### src/rtl/uart_rx_cfg.sv
// Configurable UART receiver: 2-FF sync, 3-sample majority vote, parity/framing/break flags, output FIFO.
// Entry visible 1 clk after the final stop mid-bit decision; when the FIFO is full and not popping, the frame is dropped with a one-cycle rx_overrun.
module uart_rx_cfg #(
  parameter int DATA_BITS  = 8,
  parameter int PARITY     = 0,
  parameter int STOP_BITS  = 1,
  parameter int OVERSAMPLE = 16,
  parameter int DIV_W      = 16,
  parameter int FIFO_DEPTH = 4
) (
  input  logic                 clk,
  input  logic                 arst,
  input  logic [DIV_W-1:0]     baud_div,
  input  logic                 rxd,
  output logic [DATA_BITS-1:0] m_data,
  output logic                 m_perr,
  output logic                 m_ferr,
  output logic                 m_brk,
  output logic                 m_valid,
  input  logic                 m_ready,
  output logic                 rx_busy,
  output logic                 rx_overrun
);
  localparam int PH_W = $clog2(OVERSAMPLE);
  localparam int AW   = $clog2(FIFO_DEPTH);
  localparam int EW   = DATA_BITS + 3;

  typedef enum logic [2:0] {S_IDLE, S_START, S_DATA, S_PAR, S_STOP1, S_STOP2} state_t;

  logic                 rxd_m_q, rxd_s_q, rxd_p_q;
  state_t               state_q, state_d;
  logic [DIV_W-1:0]     div_q, div_d, cnt_q, cnt_d, div_eff;
  logic [PH_W-1:0]      ph_q, ph_d;
  logic [1:0]           smp_q, smp_d;
  logic [DATA_BITS-1:0] sh_q, sh_d;
  logic [3:0]           bcnt_q, bcnt_d;
  logic                 par_q, par_d, perr_q, perr_d, ferr_q, ferr_d, brk_q, brk_d;
  logic [AW:0]          wr_q, wr_d, rd_q, rd_d;
  logic [EW-1:0]        mem_q [FIFO_DEPTH];
  logic [EW-1:0]        mem_d [FIFO_DEPTH];
  logic [EW-1:0]        entry, head;
  logic                 start_edge, tick, smp_a, smp_b, mid, eob, vote;
  logic                 push_req, push, pop, full, empty, brk_now;

  assign div_eff    = (baud_div > DIV_W'(1)) ? baud_div : DIV_W'(1);
  assign start_edge = (state_q == S_IDLE) && rxd_p_q && !rxd_s_q;
  assign tick       = (state_q != S_IDLE) && (cnt_q == '0);
  assign smp_a      = tick && (ph_q == PH_W'(OVERSAMPLE/2 - 1));
  assign smp_b      = tick && (ph_q == PH_W'(OVERSAMPLE/2));
  assign mid        = tick && (ph_q == PH_W'(OVERSAMPLE/2 + 1));
  assign eob        = tick && (ph_q == PH_W'(OVERSAMPLE - 1));
  assign vote       = (smp_q[0] & smp_q[1]) | (smp_q[0] & rxd_s_q) | (smp_q[1] & rxd_s_q);

  always_comb begin
    state_d  = state_q;
    div_d    = div_q;
    cnt_d    = cnt_q;
    ph_d     = ph_q;
    smp_d    = smp_q;
    sh_d     = sh_q;
    bcnt_d   = bcnt_q;
    par_d    = par_q;
    perr_d   = perr_q;
    ferr_d   = ferr_q;
    brk_d    = brk_q;
    push_req = 1'b0;
    brk_now  = 1'b0;
    if (start_edge) begin
      state_d = S_START;
      div_d   = div_eff;
      cnt_d   = div_eff - DIV_W'(1);
      ph_d    = '0;
      bcnt_d  = '0;
      par_d   = 1'b0;
      perr_d  = 1'b0;
      ferr_d  = 1'b0;
      brk_d   = 1'b0;
    end else if (state_q != S_IDLE) begin
      if (tick) begin
        cnt_d = div_q - DIV_W'(1);
        ph_d  = eob ? '0 : ph_q + PH_W'(1);
      end else begin
        cnt_d = cnt_q - DIV_W'(1);
      end
    end
    if (smp_a) smp_d[0] = rxd_s_q;
    if (smp_b) smp_d[1] = rxd_s_q;
    case (state_q)
      S_START: begin
        if (mid && vote) state_d = S_IDLE;
        else if (eob) state_d = S_DATA;
      end
      S_DATA: begin
        if (mid) begin
          sh_d   = {vote, sh_q[DATA_BITS-1:1]};
          bcnt_d = bcnt_q + 4'd1;
        end
        if (eob && bcnt_q == 4'(DATA_BITS)) begin
          bcnt_d  = '0;
          state_d = (PARITY != 0) ? S_PAR : S_STOP1;
        end
      end
      S_PAR: begin
        if (mid) begin
          par_d  = vote;
          perr_d = vote ^ (^sh_q) ^ (PARITY == 2);
        end
        if (eob) state_d = S_STOP1;
      end
      S_STOP1: begin
        if (mid) begin
          brk_now = (sh_q == '0) && (PARITY == 0 || !par_q) && !vote;
          ferr_d  = !vote || brk_now;
          brk_d   = brk_now;
          // Single stop bit: release at mid-bit so the next start edge is not missed
          if (STOP_BITS == 1) begin
            push_req = 1'b1;
            state_d  = S_IDLE;
          end
        end else if (eob && STOP_BITS == 2) begin
          state_d = S_STOP2;
        end
      end
      S_STOP2: begin
        if (mid) begin
          ferr_d   = ferr_q || !vote;
          push_req = 1'b1;
          state_d  = S_IDLE;
        end
      end
      default: ;
    endcase
  end

  assign entry      = {sh_q, perr_q, ferr_d, brk_d};
  assign empty      = (wr_q == rd_q);
  assign full       = (wr_q[AW] != rd_q[AW]) && (wr_q[AW-1:0] == rd_q[AW-1:0]);
  assign pop        = !empty && m_ready;
  assign push       = push_req && (!full || pop);
  assign rx_overrun = push_req && full && !pop;
  assign wr_d       = wr_q + (AW+1)'(push);
  assign rd_d       = rd_q + (AW+1)'(pop);

  always_comb begin
    mem_d = mem_q;
    if (push) mem_d[wr_q[AW-1:0]] = entry;
  end

  assign head    = mem_q[rd_q[AW-1:0]];
  assign m_data  = head[EW-1:3];
  assign m_perr  = head[2];
  assign m_ferr  = head[1];
  assign m_brk   = head[0];
  assign m_valid = !empty;
  assign rx_busy = (state_q != S_IDLE);

  always_ff @(posedge clk or posedge arst) begin
    if (arst) begin
      rxd_m_q <= 1'b1;
      rxd_s_q <= 1'b1;
      rxd_p_q <= 1'b1;
      state_q <= S_IDLE;
      div_q   <= '0;
      cnt_q   <= '0;
      ph_q    <= '0;
      smp_q   <= '0;
      sh_q    <= '0;
      bcnt_q  <= '0;
      par_q   <= 1'b0;
      perr_q  <= 1'b0;
      ferr_q  <= 1'b0;
      brk_q   <= 1'b0;
      wr_q    <= '0;
      rd_q    <= '0;
      for (int i = 0; i < FIFO_DEPTH; i++) mem_q[i] <= '0;
    end else begin
      rxd_m_q <= rxd;
      rxd_s_q <= rxd_m_q;
      rxd_p_q <= rxd_s_q;
      state_q <= state_d;
      div_q   <= div_d;
      cnt_q   <= cnt_d;
      ph_q    <= ph_d;
      smp_q   <= smp_d;
      sh_q    <= sh_d;
      bcnt_q  <= bcnt_d;
      par_q   <= par_d;
      perr_q  <= perr_d;
      ferr_q  <= ferr_d;
      brk_q   <= brk_d;
      wr_q    <= wr_d;
      rd_q    <= rd_d;
      mem_q   <= mem_d;
    end
  end
endmodule

### config.mk
export PLATFORM = sky130hd
export DESIGN_NAME = uart_rx_cfg
export DESIGN_NICKNAME = d
export VERILOG_FILES = /design/src/rtl/uart_rx_cfg.sv
export SDC_FILE = /design/constraint.sdc
export NUM_CORES = 1
export LEC_CHECK = 0
export CORE_UTILIZATION = 40
export CTS_CLUSTER_DIAMETER = 30
export CTS_CLUSTER_SIZE = 20
export DETAILED_ROUTE_END_ITERATION = 6
export GPL_TIMING_DRIVEN = 0
export SLEW_MARGIN = 20
export SYNTH_ARGS = -nofsm -noshare
export SYNTH_HDL_FRONTEND = slang
export SYNTH_SLANG_ARGS = --single-unit
### constraint.sdc
create_clock -name clk -period 10.94 [get_ports clk]
set_clock_uncertainty 0.1 [all_clocks]
set_input_delay 2.188 -clock clk [delete_from_list [all_inputs] [get_ports clk]]
set_output_delay 2.188 -clock clk [all_outputs]
set_load 0.01 [all_outputs]
==> run summary <==
STATUS
-----------------------------------------------------------------------------------------------
Run status .......................................................................    completed

YOSYS
-----------------------------------------------------------------------------------------------
Most common flop cell mapped by yosys ............................................ sky130_fd_sc_hd__dfrtp_1
Mapped Cells .....................................................................          585
Count of distinct cell types in the synthesized netlist ..........................           62
Portion of the post-synthesis area used by sequential elements ...................       49.14%
Post-synthesis instance area .....................................................    5558 um^2
Post-synth net total .............................................................          619
FF+latch count, synth ............................................................          109
Yosys warnings ...................................................................            0
Fraction of synthesis flops using an asynchronous set or reset pin ...............       100.0%
Avg Synthesized Cell Area ........................................................   9.501 um^2
EDFF count, synth ................................................................            0

CLOCK TREE
-----------------------------------------------------------------------------------------------
Buffers inserted during post-CTS setup optimization ..............................            0
CTS Buf Count ....................................................................            9
Clk_lat worst skew ...............................................................      0.36 ns
CTS tree .........................................................................          yes
Clock input transition at the sequential cells of the worst setup and hold paths .      0.07 ns
Clock root buffer ................................................................ sky130_fd_sc_hd__clkbuf_16
Deepest clock path buffer count ..................................................            2
Hold-fix buffers at CTS ..........................................................            0
Number of cells upsized or downsized after cts ...................................            0
Total number of clock tree sinks .................................................          109
H-tree level count ...............................................................            3

POWER AND IR DROP
-----------------------------------------------------------------------------------------------
Clock power frac .................................................................        29.4%
Logic gate share of total power ..................................................        26.6%
Leakage dissipation ..............................................................     2.832 nW
Part of the power in registers ...................................................        43.9%
PnR Total Power ..................................................................   0.001211 W
Switching share of power .........................................................       33.82%
Max rail drop VDD ................................................................ 0.00008992 V
Power per cell area .............................................................. 187.5 nW/um^2
Reported net switching power .....................................................  0.0004096 W
Internal .........................................................................  0.0008015 W

DRT
-----------------------------------------------------------------------------------------------
Number of DRC markers in iteration 0 .............................................          385
Iteration count of the initial detailed-routing pass .............................            6
Final Routed Wirelength ..........................................................     14.01 mm
Number of vias per cell after detailed routing ...................................        5.512
Per-cell routed wire length ......................................................     17.29 um
Antenna-violating nets left ......................................................            0
Residual DRC count ...............................................................            0
Vias after detailed routing ......................................................         4465

WORST SETUP PATH
-----------------------------------------------------------------------------------------------
Worst path buffer plus inverter count ............................................            2
Reg2reg setup slack ..............................................................      6.68 ns
Cell chain of the critical path .................................................. clkdlybuf4s50_1, nor3_1, nor2b_1, clkdlybuf4s50_1
Reg-to-reg startpoint ............................................................   state_q[2]
Peak fanout along the critical path ..............................................            4
Critical path type ............................................................... input pin to output port
CP Launch Point ..................................................................      m_ready
Maximum single-stage delay on the critical path ..................................      0.55 ns
Required time at the worst-slack endpoint ........................................      8.65 ns
Crit. End Element ................................................................  output port
Setup crit start kind ............................................................    input pin
Cell type with the highest occurrence count on the critical path ................. sky130_fd_sc_hd__clkdlybuf4s50_1
Worst path arrival time ..........................................................      3.94 ns
Largest delay contributor family on the critical path ............................ buffers and inverters
Critical-path cell with the highest stage delay .................................. sky130_fd_sc_hd__nor3_1

GRT
-----------------------------------------------------------------------------------------------
Global-route congestion overflow total ...........................................            0
First-pass GRT wire length .......................................................     23.75 mm
Antenna violations before repair .................................................            0
Total routing usage reported by global routing ...................................       21.52%
Number of global-route vias before repair ........................................         4568
Pin count of the biggest net entering global routing .............................           77

DIE
-----------------------------------------------------------------------------------------------
Number of primary I/O pins .......................................................           34
DIE AREA .........................................................................   14370 um^2
Die outline height ...............................................................     119.9 um
# rows ...........................................................................           42
Initial cell density of the core .................................................       41.48%
Width of the die .................................................................     119.9 um
Floorplan core area ..............................................................   13400 um^2

PLACE
-----------------------------------------------------------------------------------------------
Total half-perimeter wirelength after legalization and detailed placement ........     9.930 mm
Post-place setup slack ...........................................................     4.718 ns
Instance area at placement .......................................................    6141 um^2
Buffers on Ports .................................................................           33
Gp weighted congestion ...........................................................       0.8877

STA
-----------------------------------------------------------------------------------------------
Slew at the pin closest to its max-slew limit ....................................    0.8857 ns
Final Hold Viols .................................................................            0
Fraction of the cycle the final worst path needs .................................       56.96%
Setup repair after global routing missed its margin ..............................           no
Setup TNS Final ..................................................................         0 ns
Smallest setup slack after layout ................................................     4.709 ns
Max-slew violation count .........................................................            0
Maximum frequency from static timing analysis ....................................    160.5 MHz
Worst slew margin relative to its limit ..........................................       40.96%
Count of final setup violators ...................................................            0
Min Tclk post-route ..............................................................     6.231 ns

FINISH
-----------------------------------------------------------------------------------------------
Area delta synth->final ..........................................................       16.23%
Layout cells sized above 1 .......................................................       8.833%
Cell area after layout ...........................................................    6460 um^2
Number of antenna repair diodes ..................................................            0
Final layout net count ...........................................................          664
Final cell utilization of the core ...............................................       48.21%

WORST HOLD PATH
-----------------------------------------------------------------------------------------------
Hold wc startpoint ...............................................................      rxd_m_q
Path class of the lowest-slack min-delay path .................................... flop to flop

JOB
-----------------------------------------------------------------------------------------------
Number of max-capacitance violations reported ....................................            0

[per-layer routing]
layer  up-vias  global-route usage [%]  routed length [um]
met5         -                       0                   0
met4         0                   6.953                 197
met3        16                   5.608                 706
met2       133                   33.63                6565
met1      2193                   29.11                6536
li1       2123                       -                   -
[power groups by stage]
| stage | sequential [W] | clock, W | combinational, W |
|---|---|---|---|
| floorplan | 0.000518 | 0 | 0.000236 |
| global placement | 0.000536 | 0 | 0.000309 |
| detailed placement | 0.000537 | 0 | 0.000321 |
| CTS | 0.000530 | 0.000366 | 0.000321 |
| global route | 0.000540 | 0.000384 | 0.000360 |
| finish | 0.000532 | 0.000357 | 0.000322 |
[flip-flops by register name (all words and copies together), names as in the netlist]
register  count
wr_q          3
brk_q         1
cnt_q        16
state_q       3
rxd_p_q       1
div_q        16
bcnt_q        4
smp_q         2
mem_q        44
rxd_s_q       1
perr_q        1
ph_q          4
rxd_m_q       1
sh_q          8
rd_q          3
ferr_q        1
[synth_stat cells (3+ instances only)]
| master | number | area (um^2) |
|---|---|---|
| sky130_fd_sc_hd__a21boi_0 | 3 | 22.52 |
| sky130_fd_sc_hd__a21oi_1 | 29 | 145.1 |
| sky130_fd_sc_hd__a31oi_1 | 3 | 18.77 |
| sky130_fd_sc_hd__and2_1 | 4 | 25.02 |
| sky130_fd_sc_hd__and3_1 | 7 | 43.79 |
| sky130_fd_sc_hd__and4_1 | 3 | 26.28 |
| sky130_fd_sc_hd__buf_2 | 4 | 20.02 |
| sky130_fd_sc_hd__buf_6 | 3 | 33.78 |
| sky130_fd_sc_hd__clkbuf_1 | 20 | 75.07 |
| sky130_fd_sc_hd__dfrtp_1 | 106 | 2653 |
| sky130_fd_sc_hd__dfstp_2 | 3 | 78.83 |
| sky130_fd_sc_hd__ha_1 | 14 | 175.2 |
| sky130_fd_sc_hd__inv_1 | 19 | 71.32 |
| sky130_fd_sc_hd__mux2_2 | 8 | 90.09 |
| sky130_fd_sc_hd__mux2i_1 | 3 | 30.03 |
| sky130_fd_sc_hd__mux4_2 | 11 | 247.7 |
| sky130_fd_sc_hd__nand2_1 | 120 | 450.4 |
| sky130_fd_sc_hd__nand2b_1 | 4 | 25.02 |
| sky130_fd_sc_hd__nand3_1 | 15 | 75.07 |
| sky130_fd_sc_hd__nand3b_1 | 3 | 22.52 |
| sky130_fd_sc_hd__nand4_1 | 7 | 43.79 |
| sky130_fd_sc_hd__nor2_1 | 52 | 195.2 |
| sky130_fd_sc_hd__nor2b_1 | 4 | 25.02 |
| sky130_fd_sc_hd__nor3_1 | 6 | 30.03 |
| sky130_fd_sc_hd__nor4_1 | 8 | 50.05 |
| sky130_fd_sc_hd__nor4b_1 | 3 | 26.28 |
| sky130_fd_sc_hd__o211ai_1 | 4 | 30.03 |
| sky130_fd_sc_hd__o21a_1 | 3 | 22.52 |
| sky130_fd_sc_hd__o21ai_0 | 35 | 175.2 |
| sky130_fd_sc_hd__o21ai_1 | 21 | 105.1 |
| sky130_fd_sc_hd__o31ai_1 | 5 | 37.54 |
| sky130_fd_sc_hd__or3_1 | 3 | 18.77 |
| sky130_fd_sc_hd__xnor2_1 | 10 | 87.58 |
| sky130_fd_sc_hd__xor2_1 | 10 | 87.58 |
[final cells by class]
class / count / area (um^2)
Fill cell: 1252 / 6940
Clock buffer: 9 / 225.2
Multi-Input combinational cell: 428 / 2619
Inverter: 20 / 80.08
Tap cell: 176 / 220.2
Timing Repair Buffer: 34 / 357.8
Clock inverter: 6 / 93.84
Buffer: 28 / 132.6
Sequential cell: 109 / 2731
[cells in the final DEF, fill, tap and decap left out, types with 4 or more instances in the layout]
cell type	netlist	layout
sky130_fd_sc_hd__a21oi_1	29	29
sky130_fd_sc_hd__and2_1	4	4
sky130_fd_sc_hd__and3_1	7	7
sky130_fd_sc_hd__buf_2	4	4
sky130_fd_sc_hd__clkbuf_1	20	20
sky130_fd_sc_hd__clkbuf_16	0	9
sky130_fd_sc_hd__clkdlybuf4s50_1	0	33
sky130_fd_sc_hd__dfrtp_1	106	106
sky130_fd_sc_hd__ha_1	14	14
sky130_fd_sc_hd__inv_1	19	18
sky130_fd_sc_hd__mux2_2	8	8
sky130_fd_sc_hd__mux4_2	11	11
sky130_fd_sc_hd__nand2_1	120	120
sky130_fd_sc_hd__nand2b_1	4	4
sky130_fd_sc_hd__nand3_1	15	15
sky130_fd_sc_hd__nand4_1	7	7
sky130_fd_sc_hd__nor2_1	52	52
sky130_fd_sc_hd__nor2b_1	4	4
sky130_fd_sc_hd__nor3_1	6	6
sky130_fd_sc_hd__nor4_1	8	8
sky130_fd_sc_hd__o211ai_1	4	4
sky130_fd_sc_hd__o21ai_0	35	35
sky130_fd_sc_hd__o21ai_1	21	21
sky130_fd_sc_hd__o31ai_1	5	5
sky130_fd_sc_hd__xnor2_1	10	10
sky130_fd_sc_hd__xor2_1	10	10
[final timing paths]
| path | to | cells past startpoint |
|---|---|---|
| hold reg to reg | rxd_s_q | 0 |
| hold / removal | rxd_s_q | 0 |
| setup / recovery | rx_overrun | 4 |
| max in group asynchronous | rxd_p_q | 3 |
| min in group asynchronous | cnt_q[7] | 2 |
| setup reg to reg | cnt_q[6] | 15 |
[metrics by stage]
stage	hold WS, ns	cells
after floorplan	0.2452	585
after global placement	0.2464	794
after detailed placement	0.2491	795
after CTS	0.2593	810
after global routing	0.2706	810
final	0.2597	810
[kinds of logic (layout without fill, tap and decap cells)]
family	after synthesis	count (layout)	synth area share, %
buffers and inverters	48	97	3.737
adders and majority gates	15	15	3.332
xor gates and xnor gates	20	20	3.152
and+or+nand+nor	255	255	21.97
AOI/OAI and AO/OA	115	115	11.84
muxes	23	23	6.821
DFF	109	109	49.14
(Power assumes the default switching activity.)
